### config.mk
export PLATFORM = sky130hd
export DESIGN_NAME = pipeline_hazard_ctrl
export DESIGN_NICKNAME = d
export VERILOG_FILES = /design/src/rtl/pipeline_hazard_ctrl_pkg.sv /design/src/rtl/pipeline_hazard_ctrl_div_seq.sv /design/src/rtl/pipeline_hazard_ctrl.sv
export SDC_FILE = /design/constraint.sdc
export NUM_CORES = 1
export LEC_CHECK = 0
export CAP_MARGIN = 20
export CORE_UTILIZATION = 33
export CTS_BUF_LIST = sky130_fd_sc_hd__clkbuf_16
export CTS_CLUSTER_SIZE = 28
export DETAILED_ROUTE_END_ITERATION = 10
export PLACE_DENSITY = 0.73
export SYNTH_ARGS = -nofsm -noshare
export SYNTH_HDL_FRONTEND = slang
export SYNTH_SLANG_ARGS = --single-unit
### constraint.sdc
create_clock -name CLK -period 1.77 [get_ports CLK]
set_clock_uncertainty 0.2 [all_clocks]
set_input_delay 0.354 -clock CLK [delete_from_list [all_inputs] [get_ports CLK]]
set_output_delay 0.354 -clock CLK [all_outputs]
set_load 0.05 [all_outputs]
### src/rtl/pipeline_hazard_ctrl_pkg.sv
// Shared definitions for the pipeline hazard controller.
// Holds the divide-sequencer state encoding, the default watchdog limit and the x0 index.
package pipeline_hazard_ctrl_pkg;

    typedef enum logic {
        RUN      = 1'b0,
        DIV_BUSY = 1'b1
    } div_state_e;

    localparam int unsigned DIV_MAX_CYCLES_DEF = 40;
    localparam logic [4:0]  REG_X0             = 5'd0;

endpackage

### src/rtl/pipeline_hazard_ctrl_div_seq.sv
// Divider sequencer: RUN/DIV_BUSY FSM with a watchdog counter and a sticky timeout flag.
// Produces busy (front end frozen), div_release (result capture cycle) and the start pulse.
module pipeline_hazard_ctrl_div_seq
    import pipeline_hazard_ctrl_pkg::*;
#(
    parameter int unsigned DIV_MAX_CYCLES = DIV_MAX_CYCLES_DEF
) (
    input  logic clk,
    input  logic rst,
    input  logic ex_is_div,
    input  logic div_done,
    output logic busy,
    output logic div_release,
    output logic div_start,
    output logic div_err
);

    localparam int unsigned CNT_W = $clog2(DIV_MAX_CYCLES + 1);

    div_state_e       state_q, state_d;
    logic [CNT_W-1:0] cnt_q;
    logic             err_q;
    logic             timeout;

    // Watchdog expiry: the count has reached the limit while still busy
    assign timeout = (cnt_q == CNT_W'(DIV_MAX_CYCLES));

    // State register
    always_ff @(posedge clk or posedge rst) begin
        if (rst) begin
            state_q <= RUN;
        end else begin
            state_q <= state_d;
        end
    end

    // Next-state logic
    always_comb begin
        state_d = state_q;
        case (state_q)
            RUN:      if (ex_is_div) state_d = DIV_BUSY;
            DIV_BUSY: if (div_done || timeout) state_d = RUN;
            default:  state_d = RUN;
        endcase
    end

    // FSM outputs; start is gated by reset so it never fires while RST is high
    always_comb begin
        busy        = (state_q == DIV_BUSY);
        div_release = busy && (div_done || timeout);
        div_start   = !rst && (state_q == RUN) && ex_is_div;
        div_err     = err_q;
    end

    // Watchdog counter: counts frozen busy cycles, clears on release
    always_ff @(posedge clk or posedge rst) begin
        if (rst) begin
            cnt_q <= '0;
        end else if (state_q == DIV_BUSY && !(div_done || timeout)) begin
            cnt_q <= cnt_q + CNT_W'(1);
        end else begin
            cnt_q <= '0;
        end
    end

    // Sticky timeout flag; a DONE coinciding with the timeout wins
    always_ff @(posedge clk or posedge rst) begin
        if (rst) begin
            err_q <= 1'b0;
        end else if (state_q == DIV_BUSY && timeout && !div_done) begin
            err_q <= 1'b1;
        end
    end

endmodule

### src/rtl/pipeline_hazard_ctrl.sv
// Stall/flush sequencer for the 5-stage pipeline: load-use and branch hazards plus
// divider freeze. Optional PIPE_CTRL_PERF_EN adds saturating stall/flush counters.
module pipeline_hazard_ctrl
    import pipeline_hazard_ctrl_pkg::*;
#(
    parameter int unsigned DIV_MAX_CYCLES = DIV_MAX_CYCLES_DEF
) (
    input  logic       CLK,
    input  logic       RST,
    input  logic [4:0] ID_RS1,
    input  logic [4:0] ID_RS2,
    input  logic       ID_USES_RS1,
    input  logic       ID_USES_RS2,
    input  logic [4:0] EX_RD,
    input  logic       EX_MEM_READ,
    input  logic       EX_BRANCH_SELECT,
    input  logic       EX_IS_DIV,
    input  logic       DIV_DONE,
    output logic       PC_WRITE,
    output logic       IF_ID_WRITE,
    output logic       IF_ID_FLUSH,
    output logic       ID_EX_WRITE,
    output logic       ID_EX_FLUSH,
    output logic       EX_MEM_FLUSH,
    output logic       DIV_START,
    output logic       DIV_ERR
`ifdef PIPE_CTRL_PERF_EN
    ,
    output logic [31:0] STALL_CNT,
    output logic [31:0] FLUSH_CNT
`endif
);

    logic busy;
    logic div_release;
    logic load_use;

    pipeline_hazard_ctrl_div_seq #(
        .DIV_MAX_CYCLES(DIV_MAX_CYCLES)
    ) u_div_seq (
        .clk        (CLK),
        .rst        (RST),
        .ex_is_div  (EX_IS_DIV),
        .div_done   (DIV_DONE),
        .busy       (busy),
        .div_release(div_release),
        .div_start  (DIV_START),
        .div_err    (DIV_ERR)
    );

    // Load-use: a load in EX writes a register the ID instruction reads (x0 never hazards)
    always_comb begin
        load_use = EX_MEM_READ && (EX_RD != REG_X0) &&
                   ((ID_USES_RS1 && (ID_RS1 == EX_RD)) ||
                    (ID_USES_RS2 && (ID_RS2 == EX_RD)));
    end

    // Output muxing: reset, divider freeze, then divide start > branch > load-use
    always_comb begin
        PC_WRITE     = 1'b1;
        IF_ID_WRITE  = 1'b1;
        IF_ID_FLUSH  = 1'b0;
        ID_EX_WRITE  = 1'b1;
        ID_EX_FLUSH  = 1'b0;
        EX_MEM_FLUSH = 1'b0;
        if (RST) begin
            PC_WRITE     = 1'b0;
            IF_ID_WRITE  = 1'b0;
            ID_EX_WRITE  = 1'b0;
            IF_ID_FLUSH  = 1'b1;
            ID_EX_FLUSH  = 1'b1;
            EX_MEM_FLUSH = 1'b1;
        end else if (busy) begin
            // Release cycle keeps the defaults so EX_MEM captures the result
            if (!div_release) begin
                PC_WRITE     = 1'b0;
                IF_ID_WRITE  = 1'b0;
                ID_EX_WRITE  = 1'b0;
                EX_MEM_FLUSH = 1'b1;
            end
        end else if (EX_IS_DIV) begin
            PC_WRITE     = 1'b0;
            IF_ID_WRITE  = 1'b0;
            ID_EX_WRITE  = 1'b0;
            EX_MEM_FLUSH = 1'b1;
        end else if (EX_BRANCH_SELECT) begin
            // ID holds a wrong-path instruction, so its load-use hazard is moot
            IF_ID_FLUSH = 1'b1;
            ID_EX_FLUSH = 1'b1;
        end else if (load_use) begin
            PC_WRITE    = 1'b0;
            IF_ID_WRITE = 1'b0;
            ID_EX_FLUSH = 1'b1;
        end
    end

`ifdef PIPE_CTRL_PERF_EN
    logic [31:0] stall_cnt_q;
    logic [31:0] flush_cnt_q;

    // Saturating performance counters, cleared by reset
    always_ff @(posedge CLK or posedge RST) begin
        if (RST) begin
            stall_cnt_q <= '0;
            flush_cnt_q <= '0;
        end else begin
            if (!PC_WRITE && (stall_cnt_q != 32'hFFFF_FFFF)) stall_cnt_q <= stall_cnt_q + 32'd1;
            if (IF_ID_FLUSH && (flush_cnt_q != 32'hFFFF_FFFF)) flush_cnt_q <= flush_cnt_q + 32'd1;
        end
    end

    assign STALL_CNT = stall_cnt_q;
    assign FLUSH_CNT = flush_cnt_q;
`endif

endmodule

# After elaboration in Yosys (flattened, before gate mapping)
# Index checks and enable logic that the tools add are counted.
[totals] reg_bits=8 input_bits=23 out_inout_bits=8
[classes] add_sub_neg=1 eq_ne=3 n_mux=25 bitwise_logic=1 n_reduce_logical=16
[op_table] operator="1-bit two-way mux" count=23
[op_table] operator="5-bit == test" count=2
[op_table] operator="1-bit logical AND" count=10
[op_table] operator="6-bit by 1-bit adder with 6-bit output, second input constant" count=1
[op_table] operator="6-bit == test, second input constant" count=1
[op_table] operator="6-bit two-way mux" count=1
[op_table] operator="5-bit nonzero test" count=1
[op_table] operator="1-bit logical NOT" count=3
[op_table] operator="1-bit logical OR" count=2
[op_table] operator="1-bit case mux with 2 select lines" count=1
[op_table] operator="1-bit inverter" count=1

# Depth between registers and ports, before layout
# Gate-level depths: netlist of the first run.
[logic_depth] word_depth=9 mapped_depth=7

# Cells and area by module
# Synthesis of the first run repeated with hierarchy kept, for this count alone.
[unflattened] hier_cells=64 area_unflattened_um2=581.8
[modules_own_cells] module="pipeline_hazard_ctrl_div_seq" instances=1 cells_each=38 area_each_um2=390.4 seq_area_each_um2=200.2
[modules_own_cells] module="pipeline_hazard_ctrl" instances=1 cells_each=26 area_each_um2=191.4 seq_area_each_um2=0.0

# Worst setup path after synthesis of the first run
# No wires, ideal clock.
[synth_path] kind="register -> output" start="register u_div_seq.cnt_q[0]" end="output port PC_WRITE" arrival_time_ps=2445 path_slack_ps=-1229 stages_incl_launch_ff=8 n_path_buf=1 cell_sequence="dfrtp_1 > inv_1 > ha_1 > nand4b_1 > o21ai_2 > nand3_1 > o21ba_1 > buf_4"
[synth_between] elab_chain_len=6
[synth_rtl] element="start: declaration" line_no="pipeline_hazard_ctrl_div_seq.sv:21" rtl="logic [CNT_W-1:0] cnt_q;"
[synth_rtl] element="start signal: assignment" line_no="pipeline_hazard_ctrl_div_seq.sv:60" rtl="cnt_q <= cnt_q + CNT_W'(1);"
[synth_rtl] element="6-bit == test" line_no="pipeline_hazard_ctrl_div_seq.sv:26" rtl="assign timeout = (cnt_q == CNT_W'(DIV_MAX_CYCLES));"
[synth_rtl] element="1-bit logical OR" line_no="pipeline_hazard_ctrl_div_seq.sv:50" rtl="div_release = busy && (div_done || timeout);"
[synth_rtl] element="1-bit logical AND" line_no="pipeline_hazard_ctrl_div_seq.sv:50"
[synth_rtl] element="1-bit two-way mux (3 in series)"
[synth_rtl] element="end: declaration" line_no="pipeline_hazard_ctrl.sv:19" rtl="output logic PC_WRITE,"
# Every way passes these cells.

# Worst setup path after layout of the first run
[layout_path] start="register u_div_seq.cnt_q[0]" end="output port PC_WRITE"
[layout_between] elab_chain_len=6
[layout_rtl] element="6-bit == test" line_no="pipeline_hazard_ctrl_div_seq.sv:26"
[layout_rtl] element="1-bit logical OR" line_no="pipeline_hazard_ctrl_div_seq.sv:50"
[layout_rtl] element="1-bit logical AND" line_no="pipeline_hazard_ctrl_div_seq.sv:50"
[layout_rtl] element="1-bit two-way mux" line_no="pipeline_hazard_ctrl.sv:75" rtl="if (!div_release) begin"
[layout_rtl] element="1-bit two-way mux" line_no="pipeline_hazard_ctrl.sv:73" rtl="end else if (busy) begin"
[layout_rtl] element="1-bit two-way mux" line_no="pipeline_hazard_ctrl.sv:66" rtl="if (RST) begin"
# Every way passes these cells.

==> results of run 1 <==
[worst max-delay path: cells and delay by family (launching register included)]
kind	cells	cell delay, ps
compound gates	2	510
flops	1	390
simple gates	2	280
buf+inv	2	220
fa+ha+maj	1	130
[sequential cells by signal, summed over array words and instances, names as in the netlist]
register           count
u_div_seq.cnt_q        6
u_div_seq.busy         1
u_div_seq.div_err      1
[Yosys cell counts]
library cell	number
sky130_fd_sc_hd__a21o_1	1
sky130_fd_sc_hd__nor2_1	10
sky130_fd_sc_hd__dfrtp_1	8
sky130_fd_sc_hd__or3_1	1
sky130_fd_sc_hd__o21ba_1	1
sky130_fd_sc_hd__nor4_1	1
sky130_fd_sc_hd__and2_0	1
sky130_fd_sc_hd__buf_4	1
sky130_fd_sc_hd__nand2b_1	1
sky130_fd_sc_hd__or4_1	1
sky130_fd_sc_hd__xnor2_1	4
sky130_fd_sc_hd__a21oi_1	1
sky130_fd_sc_hd__a32oi_1	1
sky130_fd_sc_hd__inv_1	6
sky130_fd_sc_hd__o21ai_2	2
sky130_fd_sc_hd__o41ai_2	1
sky130_fd_sc_hd__nor2b_1	1
sky130_fd_sc_hd__nor4_2	1
sky130_fd_sc_hd__ha_1	2
sky130_fd_sc_hd__xor2_1	10
sky130_fd_sc_hd__nand4b_1	1
sky130_fd_sc_hd__nand2_1	2
sky130_fd_sc_hd__nand3_1	3
[power groups by stage]
stage	Combinational (mW)	Clock (mW)	Sequential [mW]
3_3_place_gp	0.286	0	0.199
5_1_grt	0.358	0.394	0.199
3_5_place_dp	0.290	0	0.200
4_1_cts	0.301	0.377	0.198
2_1_floorplan	0.133	0	0.200
6_report	0.340	0.376	0.199
[layout make-up]
cell class                      count  share of cell area
Timing Repair Buffer               53              0.4081
Multi-Input combinational cell     46              0.3455
Sequential cell                     8              0.1540
Clock buffer                        3             0.05775
Inverter                            6             0.01925
Tap cell                           16             0.01540
[per-layer routing]
| layer | global-route usage | up-vias | wire, um | share of wire |
|---|---|---|---|---|
| li1 | - | 311 | - | - |
| met5 | 0 | - | 0 | 0 |
| met3 | 0.06809 | 4 | 116 | 0.057 |
| met1 | 0.2691 | 316 | 749 | 0.37 |
| met4 | 0.06061 | 0 | 44 | 0.022 |
| met2 | 0.4090 | 32 | 1135 | 0.56 |
[logic make-up after synthesis]
logic type	share of synthesized area
DFF	0.3556
buffers and inverters	0.05334
xor gates and xnor gates	0.2178
and+or+nand+nor	0.2134
adders and majority gates	0.04444
AOI/OAI and AO/OA	0.1156
[cell usage in the layout (no fill, tap or decap), types with 2 or more instances in the layout]
cell,count
sky130_fd_sc_hd__clkbuf_16,3
sky130_fd_sc_hd__clkbuf_2,6
sky130_fd_sc_hd__buf_12,7
sky130_fd_sc_hd__dlymetal6s2s_1,3
sky130_fd_sc_hd__xor2_1,7
sky130_fd_sc_hd__nand3_1,2
sky130_fd_sc_hd__xnor2_1,3
sky130_fd_sc_hd__clkdlybuf4s50_1,4
sky130_fd_sc_hd__dfrtp_1,8
sky130_fd_sc_hd__xor2_2,3
sky130_fd_sc_hd__buf_6,7
sky130_fd_sc_hd__buf_4,19
sky130_fd_sc_hd__inv_2,2
sky130_fd_sc_hd__dlygate4sd2_1,4
sky130_fd_sc_hd__nor2_1,9
sky130_fd_sc_hd__nand2_1,2
sky130_fd_sc_hd__inv_1,3
sky130_fd_sc_hd__nor4_2,2
[worst paths after layout]
check	to	slack [ps]
max in group asynchronous	u_div_seq.cnt_q[3]$_DFF_PP0_	1060
setup / recovery	PC_WRITE	-540
setup reg to reg	u_div_seq.cnt_q[4]$_DFF_PP0_	160
hold / removal	u_div_seq.cnt_q[0]$_DFF_PP0_	180
min in group CLK	u_div_seq.div_err$_DFFE_PP0P_	310
hold reg to reg	u_div_seq.div_err$_DFFE_PP0P_	310
[per-stage QoR]
stage / total power [mW] / std cells / util / setup WS [ps]
3_5_place_dp: 0.4903 / 121 / 0.7159 / -904.2
2_1_floorplan: 0.3331 / 61 / - / -586.8
5_1_grt: 0.9515 / 132 / 0.8433 / -613.8
4_1_cts: 0.8763 / 127 / 0.7955 / -511.3
6_report: 0.9153 / 132 / 0.8433 / -539.4
3_3_place_gp: 0.4848 / 121 / 0.7159 / -844.3
[timing repair]
item / in CTS / in global routing
buffers inserted: 3 / 5
hold buffers: 0 / 0
pin swaps: 11 / 10
gates resized for setup: 37 / 31
setup endpoints to repair: 7 / 6
==> out/results.md, run 1 <==
| Stage | Quantity | This run |
| --- | --- | --- |
| setup path | Path type of the worst setup path | reg2out |
| pwr | Switch Pwr | 0.2543 mW |
| placement | Post-detailed-placement half-perimeter wirelength | 1376 um |
| route | Detailed Route Iter0 Violations | 14 |
| setup path | Cell with the largest stage delay on the worst path | sky130_fd_sc_hd__dfrtp_1 |
| route | Post-DRT Antenna Nets | 0 |
| synth | Gate Count Post-Synth | 61 |
| placement | Gp weighted congestion | 0.6920 |
| floorplanning | Count of standard-cell rows | 14 |
| run status | Status | finished, violations left |
| cts | Reg clk slew, reported paths | 40 ps |
| hold path | Path type of the worst min-delay path | in2async |
| synth | Number of register bits inferred by synthesis | 8 |
| global routing | GRT overflow | 0 |
| cts | Number of sinks handled by clock tree synthesis | 8 |
| cells and area | Design area | 0.001300 mm2 |
| route | Vias after detailed routing | 663 |
| pwr | Combinational fraction of design power | 0.371 |
| setup path | Category of the worst setup path launch point | register |
| route | Routed wire per std cell | 15.49 um |
| run status | Violations in the final reports | negative setup slack |
| placement | Count of port buffers added during placement | 30 |
| timing | Final period demand of the worst path | 2309 ps |
| timing | F_max | 433.0 MHz |
| cells and area | Count of filler cells inserted in the layout | 79 |
| floorplanning | Height of the die | 43.31 um |
| cells and area | Post-synthesis to final-layout area growth | 130.9% |
| global routing | Largest net degree at the start of global routing | 9 |
| cts | Clock root cell | sky130_fd_sc_hd__clkbuf_16 |
| synth | Synthesized netlist net count | 86 |
| floorplanning | I/O pins | 31 |
| timing | Final setup violation count | 7 |
| pwr | Peak supply drop | 0.9323 mV |
| global routing | Via count of the first global-routing pass | 719 |
| cells and area | FF+latch area | 200.2 um2 |
| floorplanning | Core region area | 0.001541 mm2 |
| timing | Final hold violation count | 0 |
| setup path | Max Fanout on Critical Path | 2 |
| cts | Later-pin clock latency in the skew report | 230 ps |
| pwr | LEAKAGE | 0.6390 nW |
| floorplanning | Chip width | 43.31 um |
| pwr | Fraction of power spent switching nets | 0.2778 |
| synth | Mapped Avg Cell Area | 9.230 um2 |
| cells and area | Proportion of layout cells with a drive suffix above 1 | 0.5517 |
| cts | Max clock buf depth | 2 |
| timing | Relative slew margins | 0.7981 |
| synth | Fraction of post-synthesis cell area in the top cell type by area | 0.3556 |
| pwr | Part of the power in the clock network | 0.411 |
| synth | Ys Warns | 0 |
| timing | Setup Total Neg Slack | -2687 ps |
| cells and area | Diodes inserted | 0 |
| timing | Transition time of the tightest slew-check pin | 301.8 ps |
| cells and area | Total area of multi-input combinational cells | 449.2 um2 |
| setup path | Nature of the critical path endpoint | output pin |
| pwr | Internal Pwr Total | 0.6611 mW |
| setup path | Source of the worst register-to-register timing path | u_div_seq.cnt_q[1]$_DFF_PP0_ |
| synth | Post-Synthesis Cell Area | 563.0 um2 |
| synth | Cell types occupying the most area after synthesis | sky130_fd_sc_hd__dfrtp_1 (36%), sky130_fd_sc_hd__xor2_1 (16%), sky130_fd_sc_hd__nor2_1 (6.7%) |
| cts | # H-tree levels | 1 |
| timing | Worst hold margin | 180.1 ps |
| placement | Cell area after placement | 0.001104 mm2 |
| cells and area | Number of nets in the final layout | 143 |
| pwr | Cell Pwr Density | 704.1 mW/mm2 |
| setup path | Cell Chain, Critical Path | inv_2 > ha_4 > nand4b_1 > o21ai_4 > nand3_4 > o21ba_4 > buf_12 |
| synth | Number of unique standard cell types used by synthesis | 23 |
| setup path | Worst Setup SP | u_div_seq.cnt_q[0]$_DFF_PP0_ |
| timing | RSZ-0062 raised after global routing | yes |
| setup path | Worst R2R Path Depth | 7 |
| floorplanning | Effective utilization at floorplan | 0.3653 |
| cts | CTS tree | done |
| global routing | Global-route wire length before repair | 3125 um |
| setup path | Peak per-stage delay on the critical path | 390 ps |
| synth | Yosys top cell by area | sky130_fd_sc_hd__dfrtp_1 |
| route | Drt pass-1 iters | 4 |
| cts | Clock buffers created by TritonCTS | 3 |
| timing | Share of the cycle needed by the critical path after routing | 1.305 |
| timing | Worst-case setup margin in the final layout | -539.4 ps |
| route | Overall routed net length | 2045 um |
| route | Post-route DRC | 0 |
| setup path | Data required time at the worst endpoint | 1220 ps |
| setup path | Arrival time of data at the critical path endpoint | 1760 ps |
| synth | Register area share after synthesis | 0.3556 |
| timing | Pins over their slew limit | 0 |
| global routing | Global-route total usage across every layer | 0.2306 |
| global routing | Initial antenna violation count | 0 |
| floorplanning | Floorplan die area | 0.001875 mm2 |
| job | Max-cap violation count | 0 |
| route | Number of vias per cell | 5.023 |
| pwr | Sequential share of power | 0.217 |
(Power assumes the default switching activity.)
==> run 2, diff against run 1 <==
--- a/config.mk
+++ b/config.mk
@@ -6,11 +6,13 @@
 export NUM_CORES = 1
 export LEC_CHECK = 0
 export CAP_MARGIN = 20
-export CORE_UTILIZATION = 33
+export CELL_PAD_IN_SITES_DETAIL_PLACEMENT = 1
+export CELL_PAD_IN_SITES_GLOBAL_PLACEMENT = 1
+export CORE_UTILIZATION = 23
 export CTS_BUF_LIST = sky130_fd_sc_hd__clkbuf_16
 export CTS_CLUSTER_SIZE = 28
 export DETAILED_ROUTE_END_ITERATION = 10
-export PLACE_DENSITY = 0.73
+export PLACE_DENSITY_LB_ADDON = 0.1
 export SYNTH_ARGS = -nofsm -noshare
 export SYNTH_HDL_FRONTEND = slang
 export SYNTH_SLANG_ARGS = --single-unit
==> run 2 against run 1 <==
Against the previous run:
- the run still ends with negative setup slack left
- setup slack better by 36 ps
- routed wire length down 2.9%
- cell area increased by 3.2%
- clock-buffer cell count unchanged
- combinational power decreased by 1%
- first-iteration DRC count down 100%
- clock power up 1%
- die area rose by 41%
- register-to-register slack better by 60 ps
- highest routed layer unchanged
==> out/results.md, run 2 (synthesis results as in run 1) <==
| Stage | Quantity | This run |
| --- | --- | --- |
| setup path | Max Fanout on Critical Path | 2 |
| timing | Transition time of the tightest slew-check pin | 302.2 ps |
| global routing | Global-route wire length before repair | 3249 um |
| placement | Gp weighted congestion | 0.6873 |
| cts | Cts hold-fix bufs | 0 |
| cts | Clock buffers created by TritonCTS | 3 |
| floorplanning | Chip width | 51.48 um |
| route | Detailed Route Iter0 Violations | 0 |
| setup path | Nature of the critical path endpoint | output pin |
| placement | Post-detailed-placement half-perimeter wirelength | 1462 um |
| route | Top routing layer in use | met4 |
| timing | Worst-case setup margin in the final layout | -503.5 ps |
| timing | Final period demand of the worst path | 2274 ps |
| route | Number of vias per cell | 4.393 |
| timing | Pins over their slew limit | 0 |
| route | Routed wire per std cell | 13.70 um |
| cells and area | Count of filler cells inserted in the layout | 247 |
| cells and area | Max reg flops | 6 |
| timing | Relative slew margins | 0.7978 |
| run status | Violations in the final reports | negative setup slack |
| cells and area | Post-synthesis to final-layout area growth | 138.2% |
| route | Post-DRT Antenna Nets | 0 |
| floorplanning | Floorplan die area | 0.002650 mm2 |
| floorplanning | Core region area | 0.002255 mm2 |
| hold path | Path type of the worst min-delay path | in2async |
| cells and area | Diodes inserted | 0 |
| setup path | Data required time at the worst endpoint | 1220 ps |
| floorplanning | Effective utilization at floorplan | 0.2497 |
| floorplanning | Height of the die | 51.48 um |
| timing | Final hold violation count | 0 |
| run status | Status | finished, violations left |
| cts | Clock root cell | sky130_fd_sc_hd__clkbuf_16 |
| setup path | Path type of the worst setup path | reg2out |
| job | Max-cap violation count | 0 |
| pwr | Cell Pwr Density | 682.7 mW/mm2 |
| route | Drt pass-1 iters | 1 |
| cts | CTS tree | done |
| global routing | Via count of the first global-routing pass | 737 |
| cells and area | Largest Register | u_div_seq.cnt_q |
| cells and area | Layout Utilization | 0.5949 |
| global routing | Initial antenna violation count | 0 |
| cells and area | Number of nets in the final layout | 144 |
| cts | Reg clk slew, reported paths | 40 ps |
| route | Post-route DRC | 0 |
| placement | Count of port buffers added during placement | 30 |
| global routing | Largest net degree at the start of global routing | 9 |
| timing | RSZ-0062 raised after global routing | yes |
| route | Routed length on met1 | 728 um |
| timing | Worst hold margin | 139.4 ps |
| route | Sum of met2 wire segment lengths after detailed routing | 1128 um |
| timing | Share of the cycle needed by the critical path after routing | 1.284 |
| floorplanning | Count of standard-cell rows | 17 |
| cells and area | Most common cell after layout, fill and taps aside | sky130_fd_sc_hd__buf_4 |
| placement | Pre-CTS worst setup slack | -863.8 ps |
| timing | F_max | 439.8 MHz |
| cts | Later-pin clock latency in the skew report | 230 ps |
| global routing | Global-route total usage across every layer | 0.1728 |
| cts | Number of sinks handled by clock tree synthesis | 8 |
| route | Overall routed net length | 1986 um |
| floorplanning | I/O pins | 31 |
| setup path | Category of the worst setup path launch point | register |
| cts | Max clock buf depth | 2 |
| global routing | GRT overflow | 0 |
| cts | # H-tree levels | 1 |
| route | Vias after detailed routing | 637 |
| timing | Final setup violation count | 6 |
| pwr | Peak supply drop | 0.6561 mV |
| cells and area | Proportion of layout cells with a drive suffix above 1 | 0.5726 |
| route | Met3 wirelength from detailed routing | 117 um |
| setup path | Arrival time of data at the critical path endpoint | 1720 ps |
| pwr | LEAKAGE | 0.6307 nW |
| cells and area | Highest-count cells in the layout ignoring fill and taps | sky130_fd_sc_hd__buf_4 (21), sky130_fd_sc_hd__nor2_1 (9), sky130_fd_sc_hd__dfrtp_1 (8) |
## run 2: layout make-up
| type | instances | area, um2 | share of cell area |
|---|---|---|---|
| inverters | 6 | 22.52 | 0.01679 |
| clock buffers | 3 | 75.07 | 0.05597 |
| well taps | 28 | 35.03 | 0.02612 |
| multi-input cells | 46 | 469.2 | 0.3498 |
| flip-flops and latches | 8 | 200.2 | 0.1493 |
| repair buffers | 54 | 539.3 | 0.4021 |
## run 2: critical path: stages, from the launching register on
cell,delay (ps)
sky130_fd_sc_hd__dfrtp_1,380
sky130_fd_sc_hd__inv_2,70
sky130_fd_sc_hd__ha_4,120
sky130_fd_sc_hd__nand4b_1,170
sky130_fd_sc_hd__o21ai_4,240
sky130_fd_sc_hd__nand3_4,80
sky130_fd_sc_hd__o21ba_4,270
sky130_fd_sc_hd__buf_12,140
## run 2: final timing paths
| check | from | end | slack [ps] | cells past startpoint |
|---|---|---|---|---|
| hold / removal | RST | u_div_seq.busy$_DFF_PP0_ | 140 | 3 |
| setup / recovery | u_div_seq.cnt_q[1]$_DFF_PP0_ | PC_WRITE | -500 | 7 |
| min in group CLK | u_div_seq.div_err$_DFFE_PP0P_ | u_div_seq.div_err$_DFFE_PP0P_ | 320 | 1 |
| max in group asynchronous | RST | u_div_seq.div_err$_DFFE_PP0P_ | 1100 | 3 |
| hold reg to reg | u_div_seq.div_err$_DFFE_PP0P_ | u_div_seq.div_err$_DFFE_PP0P_ | 320 | 1 |
| setup reg to reg | u_div_seq.cnt_q[1]$_DFF_PP0_ | u_div_seq.cnt_q[2]$_DFF_PP0_ | 220 | 6 |
## run 2: power breakdown
group / internal (mW) / total, mW / switching (mW)
clock: 0.291 / 0.380 / 0.0890
sequential: 0.191 / 0.199 / 0.00819
combinational: 0.181 / 0.336 / 0.156
## run 2: repair_timing
action,in CTS,in global routing
resized for setup,44,30
buffers inserted,3,2
endpoints found under the setup margin,7,7
pin swaps,16,15
hold endpoints to repair,0,0
## run 2: metrics by stage
step / TNS, ps / cell area, um2 / total power, mW / cells
floorplan: -1868 / 618.1 / 0.3331 / 61
global placement: -3343 / 1149 / 0.4955 / 137
detailed placement: -3443 / 1149 / 0.4995 / 137
CTS: -2327 / 1276 / 0.9005 / 143
global route: -2797 / 1341 / 0.9565 / 145
finish: -2418 / 1341 / 0.9157 / 145
## run 2: per-layer routing
| layer | vias to the layer above | track usage |
|---|---|---|
| li1 | 312 | - |
| met1 | 305 | 0.1736 |
| met2 | 17 | 0.3355 |
| met3 | 3 | 0.06548 |
| met4 | 0 | 0.02703 |
| met5 | - | 0 |
==> run 3, diff against run 2 <==
--- a/config.mk
+++ b/config.mk
@@ -6,12 +6,13 @@
 export NUM_CORES = 1
 export LEC_CHECK = 0
 export CAP_MARGIN = 20
-export CELL_PAD_IN_SITES_DETAIL_PLACEMENT = 1
+export CELL_PAD_IN_SITES_DETAIL_PLACEMENT = 0
 export CELL_PAD_IN_SITES_GLOBAL_PLACEMENT = 1
 export CORE_UTILIZATION = 23
 export CTS_BUF_LIST = sky130_fd_sc_hd__clkbuf_16
 export CTS_CLUSTER_SIZE = 28
 export DETAILED_ROUTE_END_ITERATION = 10
+export MAX_ROUTING_LAYER = met4
 export PLACE_DENSITY_LB_ADDON = 0.1
 export SYNTH_ARGS = -nofsm -noshare
 export SYNTH_HDL_FRONTEND = slang
==> run 3 against run 2 <==
Against the previous run:
- critical path depth unchanged
- critical endpoint is now IF_ID_WRITE
- register-to-register slack worse by 60 ps
- utilization down 3.5 points
- global-route usage down 2.6 points
- sequential share of layout area up 0.93 points
- clock power down 1%
- the run still ends with negative setup slack left
- final cell count down 2.8%
==> out/results.md, run 3 (synthesis results as in run 1) <==
| Stage | Quantity | This run |
| --- | --- | --- |
| global routing | Global-route wire length before repair | 2711 um |
| timing | Worst-case setup margin in the final layout | -471.9 ps |
| pwr | Switch Pwr | 0.2363 mW |
| route | Vias after detailed routing | 605 |
| placement | Gp weighted congestion | 0.6945 |
| timing | Final setup violation count | 5 |
| timing | Relative slew margins | 0.7993 |
| hold path | Path type of the worst min-delay path | in2async |
| floorplanning | Chip width | 51.48 um |
| route | Number of vias per cell | 4.291 |
| placement | Pre-CTS worst setup slack | -882.3 ps |
| pwr | Internal Pwr Total | 0.6470 mW |
| floorplanning | Effective utilization at floorplan | 0.2497 |
| global routing | GRT overflow | 0 |
| setup path | Nature of the critical path endpoint | output pin |
| route | Detailed Route Iter0 Violations | 2 |
| global routing | Largest net degree at the start of global routing | 9 |
| pwr | Peak supply drop | 0.6964 mV |
| cts | CTS tree | done |
| floorplanning | Floorplan die area | 0.002650 mm2 |
| timing | F_max | 446.1 MHz |
| timing | Final hold violation count | 0 |
| route | Post-DRT Antenna Nets | 0 |
| floorplanning | I/O pins | 31 |
| placement | Post-detailed-placement half-perimeter wirelength | 1307 um |
| timing | RSZ-0062 raised after global routing | yes |
| cts | Reg clk slew, reported paths | 40 ps |
| cells and area | Count of filler cells inserted in the layout | 222 |
| setup path | Arrival time of data at the critical path endpoint | 1690 ps |
| cells and area | Highest-count cells in the layout ignoring fill and taps | sky130_fd_sc_hd__buf_4 (17), sky130_fd_sc_hd__nor2_1 (9), sky130_fd_sc_hd__xor2_1 (8), sky130_fd_sc_hd__dfrtp_1 (8) |
| cts | Clock buffers created by TritonCTS | 3 |
| pwr | Cell Pwr Density | 699.7 mW/mm2 |
| timing | Share of the cycle needed by the critical path after routing | 1.267 |
| route | Post-route DRC | 0 |
| floorplanning | Core region area | 0.002255 mm2 |
| cts | # H-tree levels | 1 |
| cells and area | Design area | 0.001262 mm2 |
| setup path | Destination of the worst register-to-register timing path | u_div_seq.cnt_q[5]$_DFF_PP0_ |
| cts | Max clock buf depth | 2 |
| pwr | Part of the power in the clock network | 0.424 |
| pwr | Fraction of power spent switching nets | 0.2675 |
| pwr | LEAKAGE | 0.6021 nW |
| global routing | Via count of the first global-routing pass | 649 |
| cells and area | Total area of multi-input combinational cells | 431.7 um2 |
| global routing | Initial antenna violation count | 0 |
| route | Drt pass-1 iters | 2 |
| route | Overall routed net length | 1620 um |
| cells and area | Diodes inserted | 0 |
| cells and area | FF+latch area | 200.2 um2 |
| placement | Cell area after placement | 0.001149 mm2 |
| setup path | Peak per-stage delay on the critical path | 370 ps |
| pwr | Sequential share of power | 0.224 |
| floorplanning | Count of standard-cell rows | 17 |
| global routing | Global-route total usage across every layer | 0.1470 |
| setup path | Cell with the largest stage delay on the worst path | sky130_fd_sc_hd__dfrtp_1 |
| job | Max-cap violation count | 0 |
| cells and area | Max reg flops | 6 |
| setup path | Category of the worst setup path launch point | register |
| floorplanning | Height of the die | 51.48 um |
| cells and area | Layout Utilization | 0.5599 |
| cells and area | Post-synthesis to final-layout area growth | 124.2% |
| cells and area | Most common cell after layout, fill and taps aside | sky130_fd_sc_hd__buf_4 |
| setup path | Max Fanout on Critical Path | 2 |
| setup path | Path type of the worst setup path | reg2out |
| run status | Status | finished, violations left |
| cts | Clock root cell | sky130_fd_sc_hd__clkbuf_16 |
| cts | Later-pin clock latency in the skew report | 230 ps |
| route | Routed wire per std cell | 11.49 um |
| placement | Count of port buffers added during placement | 30 |
| timing | Transition time of the tightest slew-check pin | 300.0 ps |
| timing | Pins over their slew limit | 0 |
| timing | Final period demand of the worst path | 2242 ps |
| setup path | Worst R2R Path Depth | 7 |
| cells and area | Number of nets in the final layout | 140 |
| cells and area | Largest Register | u_div_seq.cnt_q |
| cts | Number of sinks handled by clock tree synthesis | 8 |
| setup path | Source of the worst register-to-register timing path | u_div_seq.cnt_q[0]$_DFF_PP0_ |
| setup path | Cell Chain, Critical Path | inv_1 > ha_2 > nand4b_1 > o21ai_4 > nand3_4 > o21ba_4 > buf_12 |
| cells and area | Proportion of layout cells with a drive suffix above 1 | 0.5133 |
| run status | Violations in the final reports | negative setup slack |
| setup path | Data required time at the worst endpoint | 1220 ps |
| pwr | Combinational fraction of design power | 0.352 |
| pwr | Power after layout | 0.8834 mW |
| setup path | R2r setup slk | 160 ps |
run 3: repair_timing:
action | 4_1_cts | 5_1_grt
pin swaps | 13 | 6
endpoints found under the hold margin | 0 | 0
endpoints found under the setup margin | 7 | 6
buffers inserted | 2 | 0
gates resized for setup | 48 | 15
hold buffers | 0 | 0
run 3: final cells by class:
cell class,count,share of cell area
sequential,8,0.1586
clock buffer,3,0.05946
multi-input combinational,46,0.3419
inverter,6,0.01784
tap,28,0.02775
timing repair buffer,50,0.3945
run 3: worst max path at each step:
stage,from,end,slack (ps),depth (start not counted)
after floorplan,u_div_seq.cnt_q[0]$_DFF_PP0_,PC_WRITE,-590,7
after global placement,EX_RD[0],ID_EX_FLUSH,-860,6
after detailed placement,EX_RD[2],ID_EX_FLUSH,-880,6
after CTS,u_div_seq.cnt_q[0]$_DFF_PP0_,IF_ID_WRITE,-490,7
after global routing,u_div_seq.cnt_q[1]$_DFF_PP0_,PC_WRITE,-530,7
final,u_div_seq.cnt_q[0]$_DFF_PP0_,IF_ID_WRITE,-470,7
run 3: power groups by stage:
stage | logic, mW | registers [mW] | clock network, mW
after floorplan | 0.133 | 0.200 | 0
after global placement | 0.297 | 0.199 | 0
after detailed placement | 0.298 | 0.200 | 0
after CTS | 0.310 | 0.198 | 0.385
after global routing | 0.331 | 0.198 | 0.394
final | 0.311 | 0.198 | 0.375
run 3: critical path: cells and delay by family, from the launching register on:
kind,cells,cell delay (ps)
AND/OR/NAND/NOR,2,250
adder cells (fa/ha/maj),1,160
AO/OA/AOI/OAI,2,470
buffers and inverters,2,210
flip-flops,1,370
run 3: per-layer routing:
| metal | wire, um | track usage | vias to the layer above |
|---|---|---|---|
| li1 | - | - | 305 |
| met1 | 621 | 0.1525 | 284 |
| met2 | 868 | 0.2684 | 16 |
| met3 | 130 | 0.05952 | 0 |
| met4 | 0 | 0.01351 | 0 |
| met5 | 0 | - | - |
run 3: through the flow:
step | TNS, ps | hold WS (ps) | cells
final | -2181 | 157.4 | 141
after global routing | -2478 | 199.9 | 141
after CTS | -2332 | 161.5 | 141
after detailed placement | -3466 | 310.8 | 137
after global placement | -3343 | 302.1 | 137
after floorplan | -1868 | -0.4917 | 61
